## src/rtl/icache_direct_if.sv

```systemverilog
// Fetch-side and backing-memory signals of the direct-mapped instruction cache.
// The cache uses the slave modport; the fetch stage / memory model uses master.
interface icache_direct_if #(
    parameter int WIDTH = 32
);
    logic [WIDTH-1:0] PC_F;
    logic             req_F;
    logic [WIDTH-1:0] instr_F;
    logic             hit_F;
    logic             stall_F;
    logic             flush;
    logic             mem_req;
    logic [WIDTH-1:0] mem_addr;
    logic             mem_ack;
    logic [WIDTH-1:0] mem_rdata;
    logic [31:0]      hit_count;
    logic [31:0]      miss_count;

    modport master (
        output PC_F, req_F, flush, mem_ack, mem_rdata,
        input  instr_F, hit_F, stall_F, mem_req, mem_addr, hit_count, miss_count
    );

    modport slave (
        input  PC_F, req_F, flush, mem_ack, mem_rdata,
        output instr_F, hit_F, stall_F, mem_req, mem_addr, hit_count, miss_count
    );
endinterface

```

## src/rtl/icache_direct.sv

```systemverilog
// Direct-mapped read-only instruction cache with combinational hit path and a
// line-refill FSM. Define ICACHE_STATS_EN to build the saturating hit/miss counters.
module icache_direct #(
    parameter int WIDTH          = 32,
    parameter int LINES          = 16,
    parameter int WORDS_PER_LINE = 4
) (
    input  logic           clk,
    input  logic           rst,
    icache_direct_if.slave bus
);
    localparam int OFF_W   = $clog2(WORDS_PER_LINE);
    localparam int IDX_W   = $clog2(LINES);
    localparam int TAG_LSB = 2 + OFF_W + IDX_W;
    localparam int TAG_W   = WIDTH - TAG_LSB;
    localparam logic [WIDTH-1:0] NOP       = WIDTH'(32'h0000_0013);
    localparam logic [WIDTH-1:0] LINE_MASK = ~(WIDTH'(WORDS_PER_LINE * 4 - 1));

    typedef enum logic [1:0] {IDLE, REFILL, DONE} state_e;

    state_e             state_q, state_d;
    logic [LINES-1:0]   valid_q, valid_d;
    logic [WIDTH-1:0]   base_q, base_d;
    logic [OFF_W-1:0]   beat_q, beat_d;
    logic               abort_q, abort_d;

    logic [TAG_W-1:0]   tag_q  [LINES];
    logic [WIDTH-1:0]   data_q [LINES][WORDS_PER_LINE];

    logic [IDX_W-1:0]   pc_idx, fill_idx;
    logic [OFF_W-1:0]   pc_off;
    logic [TAG_W-1:0]   pc_tag;
    logic               hit, beat_done, last_beat, fill_we, tag_we;
    logic [1:0]         unused_pc_bits;

    assign pc_off         = bus.PC_F[2 +: OFF_W];
    assign pc_idx         = bus.PC_F[2 + OFF_W +: IDX_W];
    assign pc_tag         = bus.PC_F[TAG_LSB +: TAG_W];
    assign fill_idx       = base_q[2 + OFF_W +: IDX_W];
    assign unused_pc_bits = bus.PC_F[1:0];

    // Lookup is only trusted in IDLE so a half-written line can never hit.
    assign hit = valid_q[pc_idx] && (tag_q[pc_idx] == pc_tag) && (state_q == IDLE);

    assign bus.hit_F    = bus.req_F & hit;
    assign bus.instr_F  = bus.hit_F ? data_q[pc_idx][pc_off] : NOP;
    assign bus.stall_F  = bus.req_F & ~bus.hit_F;
    assign bus.mem_req  = (state_q == REFILL);
    assign bus.mem_addr = bus.mem_req ? (base_q + (WIDTH'(beat_q) << 2)) : '0;

    assign beat_done = bus.mem_req & bus.mem_ack;
    assign last_beat = (beat_q == OFF_W'(WORDS_PER_LINE - 1));

    always_comb begin
        state_d = state_q;
        valid_d = valid_q;
        base_d  = base_q;
        beat_d  = beat_q;
        abort_d = abort_q;
        fill_we = 1'b0;
        tag_we  = 1'b0;

        if (bus.flush) begin
            valid_d = '0;
        end

        case (state_q)
            IDLE: begin
                if (!bus.flush && bus.req_F && !hit) begin
                    base_d  = bus.PC_F & LINE_MASK;
                    beat_d  = '0;
                    abort_d = 1'b0;
                    state_d = REFILL;
                end
            end
            REFILL: begin
                if (bus.flush) begin
                    abort_d = 1'b1;
                end
                // A flush lets the in-flight beat finish, then abandons the line.
                if (beat_done) begin
                    fill_we = 1'b1;
                    beat_d  = beat_q + OFF_W'(1);
                    if (last_beat) begin
                        tag_we  = 1'b1;
                        if (!(abort_q || bus.flush)) begin
                            valid_d[fill_idx] = 1'b1;
                        end
                        state_d = DONE;
                    end else if (abort_q || bus.flush) begin
                        abort_d = 1'b0;
                        state_d = IDLE;
                    end
                end
            end
            DONE: begin
                abort_d = 1'b0;
                state_d = IDLE;
            end
            default: begin
                state_d = IDLE;
            end
        endcase
    end

    always_ff @(posedge clk) begin
        if (!rst) begin
            state_q <= IDLE;
            valid_q <= '0;
            base_q  <= '0;
            beat_q  <= '0;
            abort_q <= 1'b0;
        end else begin
            state_q <= state_d;
            valid_q <= valid_d;
            base_q  <= base_d;
            beat_q  <= beat_d;
            abort_q <= abort_d;
        end
    end

    // Data and tag storage carry no reset; valid_q alone qualifies them.
    always_ff @(posedge clk) begin
        if (rst && fill_we) begin
            data_q[fill_idx][beat_q] <= bus.mem_rdata;
        end
        if (rst && tag_we) begin
            tag_q[fill_idx] <= base_q[TAG_LSB +: TAG_W];
        end
    end

`ifdef ICACHE_STATS_EN
    logic [31:0] hit_cnt_q, miss_cnt_q;

    always_ff @(posedge clk) begin
        if (!rst) begin
            hit_cnt_q  <= '0;
            miss_cnt_q <= '0;
        end else begin
            if (bus.req_F && hit && (hit_cnt_q != 32'hFFFF_FFFF)) begin
                hit_cnt_q <= hit_cnt_q + 32'd1;
            end
            if ((state_q == IDLE) && (state_d == REFILL) && (miss_cnt_q != 32'hFFFF_FFFF)) begin
                miss_cnt_q <= miss_cnt_q + 32'd1;
            end
        end
    end

    assign bus.hit_count  = hit_cnt_q;
    assign bus.miss_count = miss_cnt_q;
`else
    assign bus.hit_count  = '0;
    assign bus.miss_count = '0;
`endif
endmodule

```

## src/flat_wrapper.sv

```systemverilog
// flat-port wrapper written by rule: the top's interface ports become plain ports
module icache_direct_flat 
#(
    parameter int WIDTH          = 32,
    parameter int LINES          = 16,
    parameter int WORDS_PER_LINE = 4
)
  (clk, rst, bus_PC_F, bus_req_F, bus_flush, bus_mem_ack, bus_mem_rdata, bus_instr_F, bus_hit_F, bus_stall_F, bus_mem_req, bus_mem_addr, bus_hit_count, bus_miss_count);
  icache_direct_if #(.WIDTH(WIDTH)) bus_i ();
  input  logic clk;
  input  logic rst;
  input wire logic [$bits(bus_i.PC_F)-1:0] bus_PC_F;
  input wire logic [$bits(bus_i.req_F)-1:0] bus_req_F;
  input wire logic [$bits(bus_i.flush)-1:0] bus_flush;
  input wire logic [$bits(bus_i.mem_ack)-1:0] bus_mem_ack;
  input wire logic [$bits(bus_i.mem_rdata)-1:0] bus_mem_rdata;
  output wire logic [$bits(bus_i.instr_F)-1:0] bus_instr_F;
  output wire logic [$bits(bus_i.hit_F)-1:0] bus_hit_F;
  output wire logic [$bits(bus_i.stall_F)-1:0] bus_stall_F;
  output wire logic [$bits(bus_i.mem_req)-1:0] bus_mem_req;
  output wire logic [$bits(bus_i.mem_addr)-1:0] bus_mem_addr;
  output wire logic [$bits(bus_i.hit_count)-1:0] bus_hit_count;
  output wire logic [$bits(bus_i.miss_count)-1:0] bus_miss_count;
  assign bus_i.PC_F = bus_PC_F;
  assign bus_i.req_F = bus_req_F;
  assign bus_i.flush = bus_flush;
  assign bus_i.mem_ack = bus_mem_ack;
  assign bus_i.mem_rdata = bus_mem_rdata;
  assign bus_instr_F = bus_i.instr_F;
  assign bus_hit_F = bus_i.hit_F;
  assign bus_stall_F = bus_i.stall_F;
  assign bus_mem_req = bus_i.mem_req;
  assign bus_mem_addr = bus_i.mem_addr;
  assign bus_hit_count = bus_i.hit_count;
  assign bus_miss_count = bus_i.miss_count;
  icache_direct #(.WIDTH(WIDTH), .LINES(LINES), .WORDS_PER_LINE(WORDS_PER_LINE)) u_core (.clk(clk), .rst(rst), .bus(bus_i));
endmodule
```

## config.mk

```make
export PLATFORM = sky130hd
export DESIGN_NAME = icache_direct_flat
export DESIGN_NICKNAME = d
export VERILOG_FILES = /design/src/rtl/icache_direct_if.sv /design/src/rtl/icache_direct.sv /design/src/flat_wrapper.sv
export SDC_FILE = /design/constraint.sdc
export NUM_CORES = 2
export LEC_CHECK = 0
export CAP_MARGIN = 20
export CORE_UTILIZATION = 56
export CTS_CLUSTER_SIZE = 24
export DETAILED_ROUTE_END_ITERATION = 6
export PLACE_DENSITY = 0.76
export SLEW_MARGIN = 15
export SYNTH_ARGS = -nofsm -noshare
export SYNTH_HDL_FRONTEND = slang
export SYNTH_SLANG_ARGS = --single-unit
```

## constraint.sdc

```tcl
create_clock -name clk -period 6.5 [get_ports clk]
set_input_delay 1.95 -clock clk [delete_from_list [all_inputs] [get_ports clk]]
set_output_delay 1.95 -clock clk [all_outputs]
set_load 0.01 [all_outputs]
```

==> qor.txt <==
Initial DRC Count - 6,765
WL/cell - 37.02 µm
Initial Util - 56.59%
Min-Delay Path Class - register to register
Mux contribution to synthesized area - 18.82%
Via count - 47,760
Total global routing overflow - 0
DIE AREA - 0.1733 mm²
TritonCTS buffer count - 233
Worst-path fanout max - 6
Die Y - 416.3 µm
CTS Sinks - 2,481
Synth Cell Area - 0.09612 mm²
Main synth FF type - edfxtp_1
Worst skew pair latency - 0.88 ns
Fillers - 10,220
CP peak stage delay - 0.50 ns
Worst Setup Path Type - input pin to output pin
CTS max path bufs - 3
Distinct cells, synth - 54
Nets - 4,622
Buffers added on ports - 131
Min Tclk post-route - 6.940 ns
GR Layer Usage met2 - 50.15%
Ys Warns - 0
# rows - 151
Final std cells w/o fill - 6,980
Largest family of logic cells by synthesized area - multiplexers
Placer Congestion - 0.8321
Die Wd - 416.3 µm
First-pass DRT Iterations - 7
DRC - 11
Area of the multi-input gates - 0.02148 mm²
Failing checks - DRC, setup timing
Core Area - 0.1698 mm²
Yosys reg bits - 2,481
Vias per cell - 6.842
Hold Fails Final Rpt - 0
Antenna violations before repair - 21
Post-synthesis sequential area ratio - 77.00%
Most used cell, CP - buf_12
Leakage - 35.23 nW
Reg clk slew, reported paths - 0.06 ns
Max-slew violations - 0
Vias in the first global route - 48,430
Final ANT Viol Nets - 0
Area contributors post-synth - edfxtp_1 (76%), mux4_2 (18%), dfxtp_1 (1.0%)
# hold bufs at CTS - 0
Worst setup EP type - output pin
DP Worst Slack - -1.055 ns
Period utilization - 106.8%
RSZ-0062 raised after global routing - yes
Final Setup Violations - 34
Area grow syn2layout - 15.16%
Total Power - 32.53 mW
XOR/XNOR Fraction of Synth Area - 0.2916%
Top cell type's share of synthesized area - 75.98%
Storage cell area - 0.07401 mm²
Hpwl dp - 133,100 µm
WL final - 258,400 µm
Synth area leader - edfxtp_1
GRT busiest layer - met2
CP delay by family, top - multiplexers
Synth Area per Inst - 23.67 µm²
Status - complete, but fails checks
Crit start category - input pin
Total GRT Usage - 30.02%
Post-synth ARST share - 0%
Top Ports - 200
Synth Area in Compound Gates - 0.5064%
Max IR drop VDD - 0.2973 mV
GR Util met3 - 6.977%
H-tree levels - 4
Clock tree root buffer cell - clkbuf_16
Largest net degree at the start of global routing - 81
Slowest cell on the critical path - mux4_2
Simple-Gate Fraction of Synth Area - 1.567%
Worst Path Required - 4.55 ns
Synth Area in Adders - 0.05207%
Layout cells sized above 1 - 34.67%
Least-Margin Pin Slew - 1.114 ns
Max Fclk - 144.1 MHz
Worst slew margin - 25.77%
CP bufs+invs - 6
CTS tree - yes
Post-synth EDFFs - 2,432
Wire length of the first global-routing pass - 361,300 µm
Grt met1 use - 37.40%
Max-Cap Viols - 0
Total placed cells including tap cells - 6,512
Clock Skew - 0.07604 ns
Gate Count Post-Synth - 4,060
P per Cell Area - 293.9 mW/mm²
Worst setup margin - -0.4398 ns
Worst-path cell chain - buf_16 > buf_12 > buf_12 > mux4_2 > mux2i_2 > mux2i_2 > xor2_2 > a2111oi_4 > o2111ai_2 > nor4_4 > buf_12 > buf_12 > nand2_4 > or2_1 > buf_2
CP arrival - 4.99 ns
## tightest hold or removal path: stages (launching register included)
cell and delay (ns):
dfxtp_1 0.34, nand3_1 0.08, o21ai_1 0.05
## cells in the mapped netlist, types with 10 or more instances
master and n:
buf_4 84, edfxtp_1 2432, buf_6 10, xor2_1 20, mux4_2 756, xnor2_1 12, o22ai_1 27, and2_1 46
clkbuf_1 64, buf_2 117, and3_1 29, dfxtp_1 49, nor2_1 104, nand3_1 22, nand2_1 76, mux2_2 25
inv_1 26, mux2i_1 70
## worst paths after layout
kind / from / endpoint / slack, ns / cells after the start
worst min register to register: u_core.beat_q[0] / u_core.beat_q[0] / 0.52 / 2
worst max-delay path: bus_PC_F[5] / bus_instr_F[1] / -0.44 / 15
worst max register to register: u_core.tag_q[15][13] / u_core.base_q[15] / 2.78 / 14
worst min-delay path: u_core.beat_q[0] / u_core.beat_q[0] / 0.52 / 2
## per-layer routing
metal,up-vias,wire length [µm]
met2,3631,130200
met1,25200,86320
met3,747,27940
li1,18180,-
met4,8,13910
met5,-,44
## timing repair
action | CTS | global route
gates cloned | 6 | 1
setup buffers | 14 | 2
resized for setup | 192 | 20
pin swaps | 12 | 4
endpoints found under the setup margin | 34 | 34
endpoints found under the hold margin | 0 | 0
## cells in the final DEF, fill, tap and decap left out, drive strengths merged, types with 46 or more instances in the layout
cell,synthesis,final
dfxtp,49,49
mux4,759,759
and2,46,46
nor2,104,104
edfxtp,2432,2432
clkbuf,64,296
conb,1,66
clkdlybuf4s50,0,57
nand2,76,76
buf,218,407
clkinv,0,109
mux2i,70,70
## kinds of logic (layout without fill, tap and decap cells)
kind of cell / after synthesis / count (layout)
multiplexers: 854 / 854
other: 1 / 77
flip-flops: 2481 / 2481
AND/OR/NAND/NOR: 311 / 311
AO/OA/AOI/OAI: 69 / 69
adder cells (fa/ha/maj): 4 / 4
XOR/XNOR: 32 / 32
buffers and inverters: 308 / 934
## where the power goes
part / internal, mW / switching, mW / total [mW]
registers: 17.6 / 0.0410 / 17.6
clock network: 7.30 / 6.03 / 13.3
logic: 0.719 / 0.872 / 1.59
## per-stage QoR
step / cell area [µm²] / hold slack [ns] / util [%] / TNS (ns)
after floorplan: 97000 / 0.4641 / - / -0.01483
final: 110700 / 0.5169 / 65.17 / -13.80
after global routing: 110700 / 0.5455 / 65.16 / -17.85
after CTS: 110600 / 0.5172 / 65.10 / -11.18
after detailed placement: 102600 / 0.5116 / 60.42 / -34.17
after global placement: 102600 / 0.4785 / 60.42 / -31.04
## final cells by class
class	count	share of cell area, %
clock buffers	294	5.521
inverters	26	0.09043
diodes	11	0.02487
repair buffers	471	4.345
multi-input cells	1336	19.40
flip-flops and latches	2481	66.86
clock inverters	143	1.246
well taps	2218	2.507
## registers in the layout, indices dropped and copies added (netlist names)
name and count:
u_core.data_q 2048, u_core.valid_q 16, u_core.tag_q 384, u_core.beat_q 2, u_core.state_q 2, u_core.base_q 28
u_core.abort_q 1
Note: power is estimated with default switching activity, not from simulation.
